File: src/rtl/rowbias_pkg.sv
// rowbias_pkg
//   Shared types and helpers for the per-row rowbias scheduler.
//   - sched_state_e : scheduler FSM states (IDLE, ISSUE, SETTLE, DONE)
//   - SCHED_LATENCY : cycles from winner-select edge to grant pulse
//   - is_onehot()   : true when exactly one bit of the argument is set
//   GRID_LEN defaults to 4 when the build does not supply it.
`ifndef GRID_LEN
`define GRID_LEN 4
`endif

package rowbias_pkg;

  localparam int unsigned GRID_W        = `GRID_LEN;
  localparam int unsigned SCHED_LATENCY = 3;
  // Widest index is_onehot() accepts; narrower callers zero-extend.
  localparam int unsigned ONEHOT_MAX_W  = 64;

  typedef enum logic [1:0] {
    IDLE   = 2'd0,
    ISSUE  = 2'd1,
    SETTLE = 2'd2,
    DONE   = 2'd3
  } sched_state_e;

  // Non-zero and clearing the lowest set bit leaves nothing.
  function automatic bit is_onehot(input logic [ONEHOT_MAX_W-1:0] v);
    return (v != '0) && ((v & (v - ONEHOT_MAX_W'(1))) == '0);
  endfunction

endpackage

File: src/rtl/rowbias_sched_rr_pick.sv
// rr_pick
//   Combinational winner select for the row scheduler.
//   Ports:
//     req    [n]  : pending tile requests
//     ptr    [PW] : round-robin start position (absent under fixed priority)
//     winner [n]  : 1-hot winner, zero when req is zero
//   Build option: ROWBIAS_SCHED_FIXED_PRIO_EN selects lowest-index-wins
//   priority and removes the ptr input.
module rr_pick #(
  parameter int unsigned n  = `GRID_LEN,
  parameter int unsigned PW = (n > 1) ? $clog2(n) : 1
) (
  input  logic [n-1:0]  req,
`ifndef ROWBIAS_SCHED_FIXED_PRIO_EN
  input  logic [PW-1:0] ptr,
`endif
  output logic [n-1:0]  winner
);

  // x & -x isolates the lowest set bit.
  logic [n-1:0] low_first;
  assign low_first = req & (~req + n'(1));

`ifdef ROWBIAS_SCHED_FIXED_PRIO_EN
  assign winner = low_first;
`else
  logic [n-1:0] keep;
  logic [n-1:0] masked;
  logic [n-1:0] masked_first;

  // Keep only requests at or above the pointer.
  for (genvar gi = 0; gi < n; gi++) begin : g_keep
    assign keep[gi] = (PW'(gi) >= ptr);
  end

  assign masked       = req & keep;
  assign masked_first = masked & (~masked + n'(1));
  // Nothing at or above ptr: wrap around to the lowest requester.
  assign winner       = (masked != '0) ? masked_first : low_first;
`endif

endmodule

File: src/rtl/rowbias_sched.sv
// rowbias_sched
//   Shares one rowbias instance between the n tiles of a grid row. Picks a
//   requesting tile, drives the rowbias update/rqindex pins for it, captures
//   the resulting bus value and returns it with a one-cycle grant pulse.
//   Ports:
//     clock, reset      : clock and synchronous active-high reset
//     req [n]           : per-tile request, held until that tile's grant
//     tile_index [n*w]  : per-tile 1-hot pool index, tile i at [i*w +: w]
//     grant [n]         : 1-hot pulse to the serviced tile
//     value_valid       : busvalue holds the serviced tile's result
//     idx_err           : pulses with grant when the latched index was not 1-hot
//     rb_update         : to rowbias update
//     rb_rqindex [w]    : to rowbias rqindex
//     rb_busvalue [w]   : from rowbias busvalue
//     busvalue [w]      : registered copy of rb_busvalue for the tiles
//   Build option: ROWBIAS_SCHED_FIXED_PRIO_EN replaces round-robin with
//   lowest-index-wins priority; ports and timing are unchanged.
module rowbias_sched
  import rowbias_pkg::*;
#(
  parameter int unsigned w = `GRID_LEN,
  parameter int unsigned n = `GRID_LEN
) (
  input  logic           clock,
  input  logic           reset,
  input  logic [n-1:0]   req,
  input  logic [n*w-1:0] tile_index,
  output logic [n-1:0]   grant,
  output logic           value_valid,
  output logic           idx_err,
  output logic           rb_update,
  output logic [w-1:0]   rb_rqindex,
  input  logic [w-1:0]   rb_busvalue,
  output logic [w-1:0]   busvalue
);

  sched_state_e state_q, state_d;
  logic [n-1:0] owner_q, owner_d;
  logic [w-1:0] index_q, index_d;
  logic         ok_q, ok_d;
  logic [w-1:0] busvalue_q, busvalue_d;

  logic [n-1:0] winner;
  logic [w-1:0] win_index;
  logic [w-1:0] cand_index [n];

  // Select the winner's index: every other tile's slice is masked to zero.
  for (genvar gi = 0; gi < n; gi++) begin : g_cand
    assign cand_index[gi] = tile_index[gi*w +: w] & {w{winner[gi]}};
  end

  always_comb begin
    win_index = '0;
    for (int i = 0; i < n; i++) begin
      win_index = win_index | cand_index[i];
    end
  end

`ifndef ROWBIAS_SCHED_FIXED_PRIO_EN
  localparam int unsigned PW = (n > 1) ? $clog2(n) : 1;

  logic [PW-1:0] ptr_q, ptr_d;
  logic [PW-1:0] owner_pos;

  always_comb begin
    owner_pos = '0;
    for (int i = 0; i < n; i++) begin
      if (owner_q[i]) owner_pos = PW'(i);
    end
  end

  rr_pick #(.n(n)) u_pick (
    .req    (req),
    .ptr    (ptr_q),
    .winner (winner)
  );
`else
  rr_pick #(.n(n)) u_pick (
    .req    (req),
    .winner (winner)
  );
`endif

  always_ff @(posedge clock) begin
    if (reset) begin
      state_q    <= IDLE;
      owner_q    <= '0;
      index_q    <= '0;
      ok_q       <= 1'b0;
      busvalue_q <= '0;
`ifndef ROWBIAS_SCHED_FIXED_PRIO_EN
      ptr_q      <= '0;
`endif
    end else begin
      state_q    <= state_d;
      owner_q    <= owner_d;
      index_q    <= index_d;
      ok_q       <= ok_d;
      busvalue_q <= busvalue_d;
`ifndef ROWBIAS_SCHED_FIXED_PRIO_EN
      ptr_q      <= ptr_d;
`endif
    end
  end

  always_comb begin
    state_d     = state_q;
    owner_d     = owner_q;
    index_d     = index_q;
    ok_d        = ok_q;
    busvalue_d  = busvalue_q;
`ifndef ROWBIAS_SCHED_FIXED_PRIO_EN
    ptr_d       = ptr_q;
`endif
    rb_update   = 1'b0;
    grant       = '0;
    value_valid = 1'b0;
    idx_err     = 1'b0;

    case (state_q)
      IDLE: begin
        if (req != '0) begin
          // The transaction is self-contained from here on: later changes
          // to req or tile_index do not affect it.
          owner_d = winner;
          index_d = win_index;
          ok_d    = is_onehot(ONEHOT_MAX_W'(win_index));
          state_d = ISSUE;
        end
      end
      ISSUE: begin
        // A malformed index never reaches rowbias, so it keeps its value.
        rb_update = ok_q;
        state_d   = SETTLE;
      end
      SETTLE: begin
        busvalue_d = rb_busvalue;
        state_d    = DONE;
      end
      DONE: begin
        grant       = owner_q;
        value_valid = 1'b1;
        idx_err     = ~ok_q;
`ifndef ROWBIAS_SCHED_FIXED_PRIO_EN
        ptr_d = (owner_pos == PW'(n - 1)) ? '0 : owner_pos + PW'(1);
`endif
        state_d = IDLE;
      end
      default: state_d = IDLE;
    endcase

    // Reset silences the pulses in the same cycle, so an in-flight
    // transaction can never emit a grant.
    if (reset) begin
      rb_update   = 1'b0;
      grant       = '0;
      value_valid = 1'b0;
      idx_err     = 1'b0;
    end
  end

  assign rb_rqindex = reset ? '0 : index_q;
  assign busvalue   = reset ? '0 : busvalue_q;

endmodule

File: config.mk
export PLATFORM = sky130hd
export DESIGN_NAME = rowbias_sched
export DESIGN_NICKNAME = d
export VERILOG_FILES = /design/src/rtl/rowbias_pkg.sv /design/src/rtl/rowbias_sched_rr_pick.sv /design/src/rtl/rowbias_sched.sv
export SDC_FILE = /design/constraint.sdc
export NUM_CORES = 1
export LEC_CHECK = 0
export CAP_MARGIN = 20
export CELL_PAD_IN_SITES_DETAIL_PLACEMENT = 0
export CELL_PAD_IN_SITES_GLOBAL_PLACEMENT = 2
export CORE_MARGIN = 3
export CORE_UTILIZATION = 27
export CTS_CLUSTER_DIAMETER = 150
export CTS_CLUSTER_SIZE = 24
export DETAILED_ROUTE_END_ITERATION = 8
export GPL_ROUTABILITY_DRIVEN = 0
export PLACE_DENSITY_LB_ADDON = 0.2
export SYNTH_ARGS = -nofsm -noshare
export SYNTH_HDL_FRONTEND = slang
export SYNTH_SLANG_ARGS = --single-unit
File: constraint.sdc
create_clock -name clock -period 3 [get_ports clock]
set_input_delay 0.3 -clock clock [delete_from_list [all_inputs] [get_ports clock]]
set_output_delay 0.3 -clock clock [all_outputs]
set_load 0.005 [all_outputs]
=== Word-level counts from Yosys, hierarchy flattened ===
Cells that the tools add are included.
Widths: inputs -> output; s select.

* Flip-flop bits (word level): 17
* Logic and storage cells: 57
* Output and inout bits: 15

* Order comparisons: 4
* Add/subtract/negate cells: 4
* Reductions and logical operators: 7
* Equal/unequal tests: 5
* Multiplexer cells: 17
* Bitwise operators: 14

{| class="wikitable"
|+ Operators with widths
! operator !! count
|-
| $and 4x64->64 || 1
|-
| $logic_not 64->1 || 1
|-
| $and 4x4->4 || 7
|-
| $mux 4 || 5
|-
| $or 4x4->4 || 3
|-
| $reduce_bool 4->1 || 3
|-
| $add 4x1->4 const B || 2
|-
| $mux 2 || 4
|-
| $not 4->4 || 2
|-
| $pmux 2 s4 || 1
|-
| $mux 1 || 7
|-
| $eq 2x2->1 const B || 3
|-
| $sub 4x1->5 const B || 1
|-
| $ge 1x2->1 const A || 2
|-
| $ge 2x2->1 const A || 2
|-
| $add 2x1->2 const B || 1
|-
| $eq 2x1->1 const B || 1
|-
| $logic_not 2->1 || 1
|-
| $ne 2x2->1 const B || 1
|-
| $reduce_and 2->1 || 1
|-
| $logic_and 1x1->1 || 1
|-
| $not 1->1 || 1
|}

=== Longest topological paths before layout ===
* Depth in word-level cells: 14
* Depth in mapped cells: 8
* Depth with buffers taken out: 8

=== Hierarchy ===
A second synthesis with hierarchy kept.

* Cells, all modules: 128
* Area total of the unflattened synthesis: 1046.0 um^2

{| class="wikitable"
|+ By module, submodules not included
! module !! cells an instance !! area each (um^2) !! instances
|-
| rowbias_sched || 111 || 945.9 || 1
|-
| rr_pick || 17 || 100.1 || 1
|}

=== Least setup slack after synthesis ===
Ideal clock, no wire load.

* Kind: in2reg
* Start point: input port req[0]
* End point: register ok_q
* Path buffers: 1
* Data arrival time: 1627 ps
* Stages: 7
* Setup time: 79 ps
* Setup slack: 1293 ps
* Cells stage by stage: buf_6 -> nor2b_1 -> a32o_2 -> o21a_1 -> a211oi_1 -> mux2_2 -> a211oi_2

* Cells in the longest elaborated chain, start to end: 13

{| class="wikitable"
|+ Ends and longest elaborated chain
! element !! RTL line !! RTL
|-
| start: declaration || rowbias_sched.sv:26 || <nowiki>input logic [n-1:0] req,</nowiki>
|-
| $and 4x4->4 || rowbias_sched_rr_pick.sv:36 || <nowiki>assign masked = req & keep;</nowiki>
|-
| $not 4->4 || rowbias_sched_rr_pick.sv:37 || <nowiki>assign masked_first = masked & (~masked + n'(1));</nowiki>
|-
| $add 4x1->4 || rowbias_sched_rr_pick.sv:37 ||
|-
| $and 4x4->4 || rowbias_sched_rr_pick.sv:37 ||
|-
| $mux 4 || rowbias_sched_rr_pick.sv:39 || <nowiki>assign winner = (masked != '0) ? masked_first : low_first;</nowiki>
|-
| $and 4x4->4 || rowbias_sched.sv:49 || <nowiki>assign cand_index[gi] = tile_index[gi*w +: w] & {w{winner[gi]}};</nowiki>
|-
| $or 4x4->4 (3 in a row) || rowbias_sched.sv:55 || <nowiki>win_index = win_index | cand_index[i];</nowiki>
|-
| $sub 4x1->5 || rowbias_pkg.sv:27 || <nowiki>return (v != '0) && ((v & (v - ONEHOT_MAX_W'(1))) == '0);</nowiki>
|-
| $and 4x64->64 || rowbias_pkg.sv:27 ||
|-
| $logic_not 64->1 || rowbias_pkg.sv:27 ||
|-
| $logic_and 1x1->1 || rowbias_pkg.sv:27 ||
|-
| end signal: assignment || rowbias_sched.sv:98 || <nowiki>ok_q <= ok_d;</nowiki>
|-
| end: declaration || rowbias_sched.sv:40 || <nowiki>logic ok_q, ok_d;</nowiki>
|}

Several ways; a longest one is shown, not always the timed one.
A chain may end at the register's enable or synchronous reset.

=== Worst setup path after layout ===
* Start point: input port req[0]
* End point: register index_q[2]

* Cells in the longest elaborated chain, start to end: 9

{| class="wikitable"
|+ Ends and longest elaborated chain
! element !! RTL line !! RTL
|-
| $and 4x4->4 || rowbias_sched_rr_pick.sv:36 ||
|-
| $not 4->4 || rowbias_sched_rr_pick.sv:37 ||
|-
| $add 4x1->4 || rowbias_sched_rr_pick.sv:37 ||
|-
| $and 4x4->4 || rowbias_sched_rr_pick.sv:37 ||
|-
| $mux 4 || rowbias_sched_rr_pick.sv:39 ||
|-
| $and 4x4->4 || rowbias_sched.sv:49 ||
|-
| $or 4x4->4 (3 in a row) || rowbias_sched.sv:55 ||
|-
| end signal: assignment || rowbias_sched.sv:97 || <nowiki>index_q <= index_d;</nowiki>
|-
| end: declaration || rowbias_sched.sv:39 || <nowiki>logic [w-1:0] index_q, index_d;</nowiki>
|}

Several ways; a longest one is shown, not always the timed one.

==> results by group <==
Die
  • Io pins: between 40 and 50
  • Die Width: between 70 and 80 um
  • Die span in y: 73.0 um
  • Full die area: 5340 um^2
  • Core footprint: 4170 um^2
  • FP Rows: 23
  • Initial Utilization: 0.291

Setup path
  • Crit Path Class: primary input to flip-flop
  • Crit path required time: 3.14 ns
  • Crit path arrival time: 2.30 ns
  • Crit-path max FO: 11
  • Critical Path Start Type: primary input
  • Crit. End Element: flip-flop

STA
  • Max_slew headroom: 0.489
  • Tmin final: 2.16 ns
  • Hold slack: ~0.46 ns
  • Max Clock Freq: 463 MHz
  • Setup TNS: 0 ns
  • Clock skew: 0.00242 ns
  • Final setup viols: 0
  • RSZ-0062 raised after global routing: false
  • Final Hold Vio Count: 0
  • Final Max Slew Viols: 0
  • Post-route clock period utilization: 0.719
  • Worst Tran Pin Value: 0.765 ns

Clock tree
  • Root Buffer: clkbuf_8
  • TritonCTS clock tree: yes
  • Worst-path clk slew: 0.07 ns
  • TritonCTS Buffers: 3
  • Post_cts resized: 0
  • Setup Buffers After CTS: 0
  • Hold_buf cts: 0
  • Clock Latency Late Sink: between 0.2 and 0.3 ns
  • Sink Count: 17
  • CTS max path bufs: 2
  • CTS HTree Levels: 1

Routing
  • Drt wl/cell: 13.3 um
  • Top Layer Used: met4
  • Iter 0 DRT Violations: 94
  • Met1 Routed Length: roughly 1400 um
  • Final wirelength: 3170 um
  • Post-route DRC: 0
  • Drt first pass iters: 4
  • Met3 WL post-DR: 143 um
  • Via/cell ratio: 4.95
  • Vias: 1183
  • ANT nets after route: 0
  • DR WL met2: 1580 um

Synth
  • Complex-gate fraction of the synthesized area: 0.289
  • Adder-Cell Fraction of Synth Area: 0.0515
  • Mapped Area: 1210 um^2
  • Synth top area share: 0.280
  • XOR/XNOR Fraction of Synth Area: 0
  • Proportion of synthesized area in mux cells: 0.0588
  • Simple-gate portion of the synthesized area: 0.254
  • Cells after synthesis: 150
  • Syn. warnings: 0
  • Post-synth EDFFs: 0
  • #FFs+latches synth: 17
  • Synth area leader: dfxtp_1
  • Most used DFF post-synth: dfxtp_1
  • Post-synthesis net count: approximately 180
  • Post-synth ARST share: 0
  • Main combinational cell family by area after synthesis: compound AO/OA/AOI/OAI gates
  • Top post-synthesis cells by area: dfxtp_1 (28%), nor2b_1 (6.7%), nor2_1 (6.5%)
  • Sequential-to-total area share from yosys stat: 0.280
  • Cell variety after synth: 44
  • Synth Area per Inst: about 8.1 um^2

Min path
  • HP Class: flip-flop to flip-flop

GRT
  • Total Routing Usage GR: 0.124
  • Vias in the first global route: ~1100
  • Initial antenna violation count: 0
  • GR Overflow Total: 0
  • First-pass GRT wire length: 5190 um
  • Pin count of the biggest net entering global routing: 23

Cells and area
  • Final nets: roughly 220
  • ANT cells: 0
  • Layout cell share with drive strength beyond 1: 0.0847
  • Area Growth Syn to Fin: 38.9%

Place
  • Dpl hpwl: ~2600 um
  • Port bufs: 40

Status
  • Outcome: complete, no violations

Power
  • Leak pwr: 0.625 nW
  • PwrDens: 513 nW/um^2
  • Max VDD drop: ~240 uV

Job
  • Max cap viols: 0
-- stage by stage --
stage	instances	cell area, um^2	util	total power [mW]	worst slack [ns]
finish	239	1690	0.404	0.864	0.842
global route	239	1690	0.404	0.939	0.653
CTS	239	1690	0.404	0.877	0.812
detailed placement	235	1640	0.393	0.705	0.575
global placement	235	1640	0.393	0.697	0.594
floorplan	150	1210	-	0.566	1.29
-- cell type report --
cell class | instances | area (um^2)
clock buffer | 4 | 45.0
fill | 418 | 2490
inverter | 6 | 22.5
multi-input combinational | 119 | 792
sequential | 17 | 340
tap | 50 | 62.6
timing repair buffer | 43 | 423
-- cell usage after synthesis (2+ instances only) --
library cell	number
mux2i_1	6
a211oi_1	2
inv_1	6
o21ai_0	3
nand2_1	14
nor3b_1	2
a222oi_1	2
nor4_1	2
o21bai_1	2
o211ai_1	2
nor2b_1	13
o22ai_1	2
nor2_1	21
clkbuf_1	4
a311oi_1	3
and2_1	4
a21oi_2	2
dfxtp_1	17
ha_1	5
nand3_1	2
buf_6	2
a21oi_1	11
o21a_1	2
-- critical path, stage by stage --
cell             delay (ns)
clkdlybuf4s50_1        0.67
nor4_1                 0.13
buf_4                  0.17
nor2b_1                0.59
nor2_1                 0.11
a311oi_1               0.32
-- cell families after synthesis --
group / count (synthesis)
muxes: 7
AOI/OAI and AO/OA: 45
and+or+nand+nor: 62
DFF: 17
buffers and inverters: 14
adders and majority gates: 5
-- final timing paths --
kind | from | endpoint | slack (ns) | cells past startpoint
hold / removal | owner_q[0] | owner_q[0] | 0.46 | 2
hold reg to reg | owner_q[0] | owner_q[0] | 0.46 | 2
setup reg to reg | state_q[0] | index_q[2] | 1.05 | 5
setup / recovery | req[0] | index_q[2] | 0.84 | 6
-- power by group --
part	internal [mW]	total (mW)	switching [mW]
clock network	0.0941	0.169	0.0751
logic	0.194	0.383	0.189
registers	0.276	0.312	0.0361
total	0.564	0.864	0.300
-- flip-flops by register name, summed over array words and instances (netlist names) --
signal / cells
busvalue_q: 4
index_q: 4
owner_q: 4
ptr_q: 2
state_q: 2
ok_q: 1
-- per-layer routing --
metal | vias to the layer above | global-route usage
li1 | 617 | -
met1 | 532 | 0.166
met2 | 32 | 0.207
met3 | 2 | 0.0303
met4 | 0 | 0.0184
met5 | - | 0
-- layout by cell type, fill, tap and decap left out, types with 3 or more instances in the layout --
master	netlist	final
clkbuf_8	1	3
a311oi_1	3	3
and2_1	4	4
inv_1	6	6
dfxtp_1	17	17
nor2_1	21	21
ha_1	5	5
buf_4	1	3
o21ai_0	3	3
a21oi_1	11	11
nor2b_1	13	13
nand2_1	14	14
clkdlybuf4s50_1	0	40
mux2i_1	6	6
Note: power is estimated with default switching activity, not from simulation.
